$ cat config.mk
export PLATFORM = sky130hd
export DESIGN_NAME = wb_stage
export DESIGN_NICKNAME = d
export VERILOG_FILES = /design/src/rtl/wb_stage.sv
export SDC_FILE = /design/constraint.sdc
export NUM_CORES = 1
export LEC_CHECK = 0
export BUFFER_PORTS_ARGS = -buffer_cell sky130_fd_sc_hd__buf_2
export CAP_MARGIN = 20
export CORE_AREA = 2 2 213 215
export CTS_CLUSTER_DIAMETER = 120
export DETAILED_ROUTE_END_ITERATION = 8
export DIE_AREA = 0 0 215 217
export GPL_TIMING_DRIVEN = 0
export HOLD_SLACK_MARGIN = 0.06
export PLACE_DENSITY_LB_ADDON = 0.05
export RECOVER_POWER = 50
export SYNTH_ARGS = -nofsm -noshare
export SYNTH_HDL_FRONTEND = slang
export SYNTH_SLANG_ARGS = --single-unit
export TNS_END_PERCENT = 30
$ cat constraint.sdc
create_clock -name clk -period 2.85 [get_ports clk]
set_input_delay 0.57 -clock clk [delete_from_list [all_inputs] [get_ports clk]]
set_output_delay 0.57 -clock clk [all_outputs]
set_load 0.02 [all_outputs]
$ cat src/rtl/wb_stage.sv
// Write-back stage: commits GPR/CSR writes, exceptions and ERTN, and tags
// interrupts onto the instruction entering the stage.
module wb_stage #(
  parameter logic [5:0]  ECODE_INT = 6'h00,
  parameter logic [31:0] COREID    = 32'h0
) (
  input  logic        clk,
  input  logic        reset,
  input  logic        ms_valid,
  output logic        ws_allowin,
  input  logic [31:0] ms_pc,
  input  logic        ms_rf_we,
  input  logic [4:0]  ms_rf_waddr,
  input  logic [31:0] ms_rf_wdata,
  input  logic        ms_csr_re,
  input  logic        ms_csr_we,
  input  logic [13:0] ms_csr_num,
  input  logic [31:0] ms_csr_wmask,
  input  logic [31:0] ms_csr_wvalue,
  input  logic        ms_ex,
  input  logic [5:0]  ms_ecode,
  input  logic [8:0]  ms_esubcode,
  input  logic [31:0] ms_vaddr,
  input  logic        ms_ertn,
  input  logic        has_int,
  input  logic [31:0] csr_rvalue,
  output logic        csr_re,
  output logic        csr_we,
  output logic [13:0] csr_num,
  output logic [31:0] csr_wmask,
  output logic [31:0] csr_wvalue,
  output logic        wb_ex,
  output logic        ertn_flush,
  output logic [31:0] wb_pc,
  output logic [5:0]  wb_ecode,
  output logic [8:0]  wb_esubcode,
  output logic [31:0] wb_vaddr,
  output logic [31:0] coreid_out,
  output logic        ws_flush,
  output logic        rf_we,
  output logic [4:0]  rf_waddr,
  output logic [31:0] rf_wdata,
  output logic [31:0] debug_wb_pc,
  output logic [3:0]  debug_wb_rf_we,
  output logic [4:0]  debug_wb_rf_wnum,
  output logic [31:0] debug_wb_rf_wdata
);

  localparam logic [5:0] ECODE_ADE  = 6'h08;
  localparam logic [8:0] ESUB_ADEF  = 9'h000;

  // The slot state replaces the separate valid/ex/ertn flags; EXC wins over ERTN.
  typedef enum logic [1:0] {S_EMPTY, S_NORMAL, S_EXC, S_ERTN} state_t;
  state_t state, state_nxt;

  logic [31:0] pc_r, rf_wdata_r, csr_wmask_r, csr_wvalue_r, vaddr_r;
  logic [4:0]  rf_waddr_r;
  logic [13:0] csr_num_r;
  logic [5:0]  ecode_r;
  logic [8:0]  esubcode_r;
  logic        rf_we_r, csr_re_r, csr_we_r;
  logic        slot_valid, slot_ex, latch;

  always_comb begin
    ws_allowin = 1'b1;
    // Gating by reset keeps the reset cycle free of any commit side effects.
    slot_valid = (state != S_EMPTY) & ~reset;
    slot_ex    = slot_valid & (state == S_EXC);
    ws_flush   = slot_ex | (slot_valid & (state == S_ERTN));
    latch      = ms_valid & ws_allowin & ~ws_flush;
    state_nxt  = S_EMPTY;
    if (latch) begin
      if (has_int | ms_ex) state_nxt = S_EXC;
      else if (ms_ertn)    state_nxt = S_ERTN;
      else                 state_nxt = S_NORMAL;
    end

    wb_ex       = slot_ex;
    ertn_flush  = slot_valid & (state == S_ERTN);
    csr_we      = slot_valid & csr_we_r & ~slot_ex;
    csr_re      = slot_valid & csr_re_r;
    csr_num     = slot_valid ? csr_num_r    : '0;
    csr_wmask   = slot_valid ? csr_wmask_r  : '0;
    csr_wvalue  = slot_valid ? csr_wvalue_r : '0;
    wb_pc       = slot_valid ? pc_r         : '0;
    wb_ecode    = slot_valid ? ecode_r      : '0;
    wb_esubcode = slot_valid ? esubcode_r   : '0;
    wb_vaddr    = '0;
    if (slot_valid)
      wb_vaddr = (ecode_r == ECODE_ADE && esubcode_r == ESUB_ADEF) ? pc_r : vaddr_r;
    coreid_out  = COREID;
    rf_we       = slot_valid & rf_we_r & ~slot_ex;
    rf_waddr    = slot_valid ? rf_waddr_r : '0;
    rf_wdata    = '0;
    if (slot_valid) rf_wdata = csr_re_r ? csr_rvalue : rf_wdata_r;
    debug_wb_pc       = wb_pc;
    debug_wb_rf_we    = {4{rf_we}};
    debug_wb_rf_wnum  = rf_waddr;
    debug_wb_rf_wdata = rf_wdata;
  end

  always_ff @(posedge clk) begin
    if (reset) begin
      state        <= S_EMPTY;
      pc_r         <= '0;
      rf_we_r      <= 1'b0;
      rf_waddr_r   <= '0;
      rf_wdata_r   <= '0;
      csr_re_r     <= 1'b0;
      csr_we_r     <= 1'b0;
      csr_num_r    <= '0;
      csr_wmask_r  <= '0;
      csr_wvalue_r <= '0;
      ecode_r      <= '0;
      esubcode_r   <= '0;
      vaddr_r      <= '0;
    end else begin
      state <= state_nxt;
      if (latch) begin
        pc_r         <= ms_pc;
        rf_we_r      <= ms_rf_we;
        rf_waddr_r   <= ms_rf_waddr;
        rf_wdata_r   <= ms_rf_wdata;
        csr_re_r     <= ms_csr_re;
        csr_we_r     <= ms_csr_we;
        csr_num_r    <= ms_csr_num;
        csr_wmask_r  <= ms_csr_wmask;
        csr_wvalue_r <= ms_csr_wvalue;
        ecode_r      <= has_int ? ECODE_INT : ms_ecode;
        esubcode_r   <= has_int ? 9'h000 : ms_esubcode;
        vaddr_r      <= ms_vaddr;
      end
    end
  end

endmodule

==> results.sh <==
export IMPL_status="finished, final reports clean"
export IMPL_place_detailed_hpwl_um=37900
export IMPL_vias=11400
export IMPL_ios=541
export IMPL_die_height_um=217
export IMPL_period_share_pct=96.8
export IMPL_worst_path_buf_inv=3
export IMPL_yosysTopAreaCell="dfxtp_1"
export IMPL_cts_buffers=17
export IMPL_p_leak_uw=0.00712
export IMPL_rrSetupSlack_ns=0.38
export IMPL_grt_pass1_vias=11000
export IMPL_die_area_mm2=0.0467
export IMPL_clk_pin_slew_worst_paths_ns=0.08
export IMPL_fin_crit_ns=2.76
export IMPL_grt_max_degree=18
export IMPL_timing_slew_headroom_pct=42.2
export IMPL_report_final_slew_viol_count=0
export IMPL_crit_path_start_kind="flip-flop"
export IMPL_cp_top_family="buffers and inverters"
export IMPL_start_util_pct=23.2
export IMPL_final_common_cell="buf_2"
export IMPL_postSynthAreaPerCell_um2=7.71
export IMPL_globalplace_congestion=0.828
export IMPL_seq_area_frac_synth_pct=38.4
export IMPL_instances_no_fill=2517
export IMPL_max_stage_delay_ns=0.43
export IMPL_tightestPinTransition_ns=0.867
export IMPL_clk_latency_ns=0.47
export IMPL_core_mm2=0.0447
export IMPL_path_cells="o21bai_2, clkbuf_1, nor2_1, buf_4, buf_2"
export IMPL_ir_drop_mv=0.427
export IMPL_required_ns=2.28
export IMPL_syn_inst=1345
export IMPL_htree_num_levels=4
export IMPL_total_power_uw=6750
export IMPL_nets=2135
export IMPL_die_w_um=215
export IMPL_grt_pass1_wl_um=70400
export IMPL_synth_top_cell_area_share_pct=38.4
export IMPL_grt_overflow=0
export IMPL_final_layout_size_suffix_gt1_share_pct=35.6
export IMPL_cts_buffer_depth=2
export IMPL_route_detailed_drc=0
export IMPL_final_design_area_no_fill_mm2=0.0144
export IMPL_finalHoldViolations=0
export IMPL_clkSinkCount=199
export IMPL_dp_cells=2481
export IMPL_port_buffers=505
export IMPL_cp_end_kind="primary output"
export IMPL_async_flop_share_pct=0
export IMPL_wl_per_cell_um=19.3
export IMPL_slowest_stage="clkbuf_1"
export IMPL_synth_area_leaders="dfxtp_1, a21oi_1, buf_4, nand3_1, o21ai_0"
export IMPL_placed_area_mm2=0.0138
export IMPL_rsz0062_at_grt="false"
export IMPL_first_pass_iters=5
export IMPL_via_per_inst=4.54
export IMPL_synth_edff_count=0
export IMPL_clockRootBuffer="clkbuf_16"
export IMPL_final_antenna_net_count=0
export IMPL_synth_ff_type="dfxtp_1"
export IMPL_setup_viol=0
export IMPL_synth_area_mm2=0.0104
export IMPL_cts_tree="built"
export IMPL_crit_path_max_fanout=10
export IMPL_max_freq_mhz=362
export IMPL_ys_seq_elements=199
export IMPL_ys_warn_count=0
export IMPL_grtUsageTotal_pct=20.0
export IMPL_clock_skew_ns=0.00836
export IMPL_crit_arrival_ns=2.19
export IMPL_criticalPathCategory="reg2out"
export IMPL_mostFrequentLayoutCells="buf_2, a21oi_1, dfxtp_1, nand3_1, o21ai_0"
export IMPL_antenna_found_initial=7
export IMPL_synth_cell_type_count=30
export IMPL_hold_path_class="in2reg"
export IMPL_maxCapViolCount=0
export IMPL_syn_to_final_growth_pct=38.7
export IMPL_p_per_area_mw_per_mm2=469
export IMPL_wirelength_um=48500
export IMPL_drtIter0Drc=593
export IMPL_std_cell_rows=78
-- worst register-to-register path: cells and delay by family, from the launching register on --
kind            cells  cell delay (ns)
buf+inv             3             1.66
flops               1             0.35
compound gates      1             0.15
simple gates        2             0.24
-- cells in the mapped netlist, types with 23 or more instances --
library cell / number
a21oi_1: 197
nor2_1: 33
clkbuf_1: 65
buf_4: 130
inv_1: 32
buf_2: 23
mux2i_1: 64
and2_1: 99
dfxtp_1: 199
nand3_1: 182
o21ai_0: 179
nand2_1: 65
-- sequential cells by signal, indices dropped and copies added (netlist names) --
register      flops
rf_we_r           1
csr_wmask_r      32
esubcode_r        9
vaddr_r          32
pc_r             32
rf_waddr_r        5
csr_wvalue_r     32
state             2
csr_num_r        14
csr_we_r          1
ecode_r           6
rf_wdata_r       32
csr_re_r          1
-- logic make-up after synthesis --
kind of cell,Yosys count,share of synthesized area [%]
buffers and inverters,278,15.4
muxes,64,6.18
AOI/OAI and AO/OA,396,19.2
and+or+nand+nor,406,20.7
DFF,199,38.4
other,2,0.0724
-- report_power, final --
group          internal, µW  total [µW]  switching [µW]  leakage (µW)
registers              2940        3020            79.8       0.00164
logic                   425        1100             680       0.00519
clock network          1410        2630            1220      0.000292
-- per-stage QoR --
step	hold WS (ns)	util (%)	setup slack, ns	setup TNS (ns)
2_1_floorplan	0.449	-	0.565	0
3_3_place_gp	0.456	30.8	-0.0470	-0.103
3_5_place_dp	0.463	30.8	-0.0912	-0.200
4_1_cts	0.256	32.3	0.00763	0
5_1_grt	0.278	32.2	0.000790	0
6_report	0.294	32.2	0.0911	0
-- area by class of cell --
cell class	count	area (µm²)
Sequential cell	199	3990
Fill cell	5086	30300
Clock inverter	14	175
Multi-Input combinational cell	899	4950
Buffer	244	1440
Antenna cell	4	10.0
Clock buffer	18	439
Inverter	34	128
Timing Repair Buffer	505	2510
Tap cell	600	751
-- timing repair --
| action | CTS | global route |
|---|---|---|
| buffers inserted | 0 | 0 |
| hold buffers | 0 | 0 |
| endpoints found under the setup margin | 173 | 9 |
| endpoints found under the hold margin | 0 | 0 |
| cloned | 0 | 0 |
| resized for setup | 13 | 11 |
-- per-layer routing --
layer | up-vias | part of all wire (%) | track usage, %
met5 | - | 0.082 | 0
met4 | 6 | 1.6 | 5.70
met3 | 41 | 5.4 | 4.46
met2 | 356 | 49 | 34.0
met1 | 5456 | 44 | 25.5
li1 | 5576 | - | -
-- path summary, 6_finish.rpt --
path,startpoint,end,depth (start not counted)
setup / recovery,state[0],rf_wdata[26],5
hold / removal,ms_ex,state[0],2
setup reg to reg,state[1],vaddr_r[30],6
hold reg to reg,csr_wmask_r[7],csr_wmask_r[7],2
No activity file was read; power rests on OpenSTA's default activity.
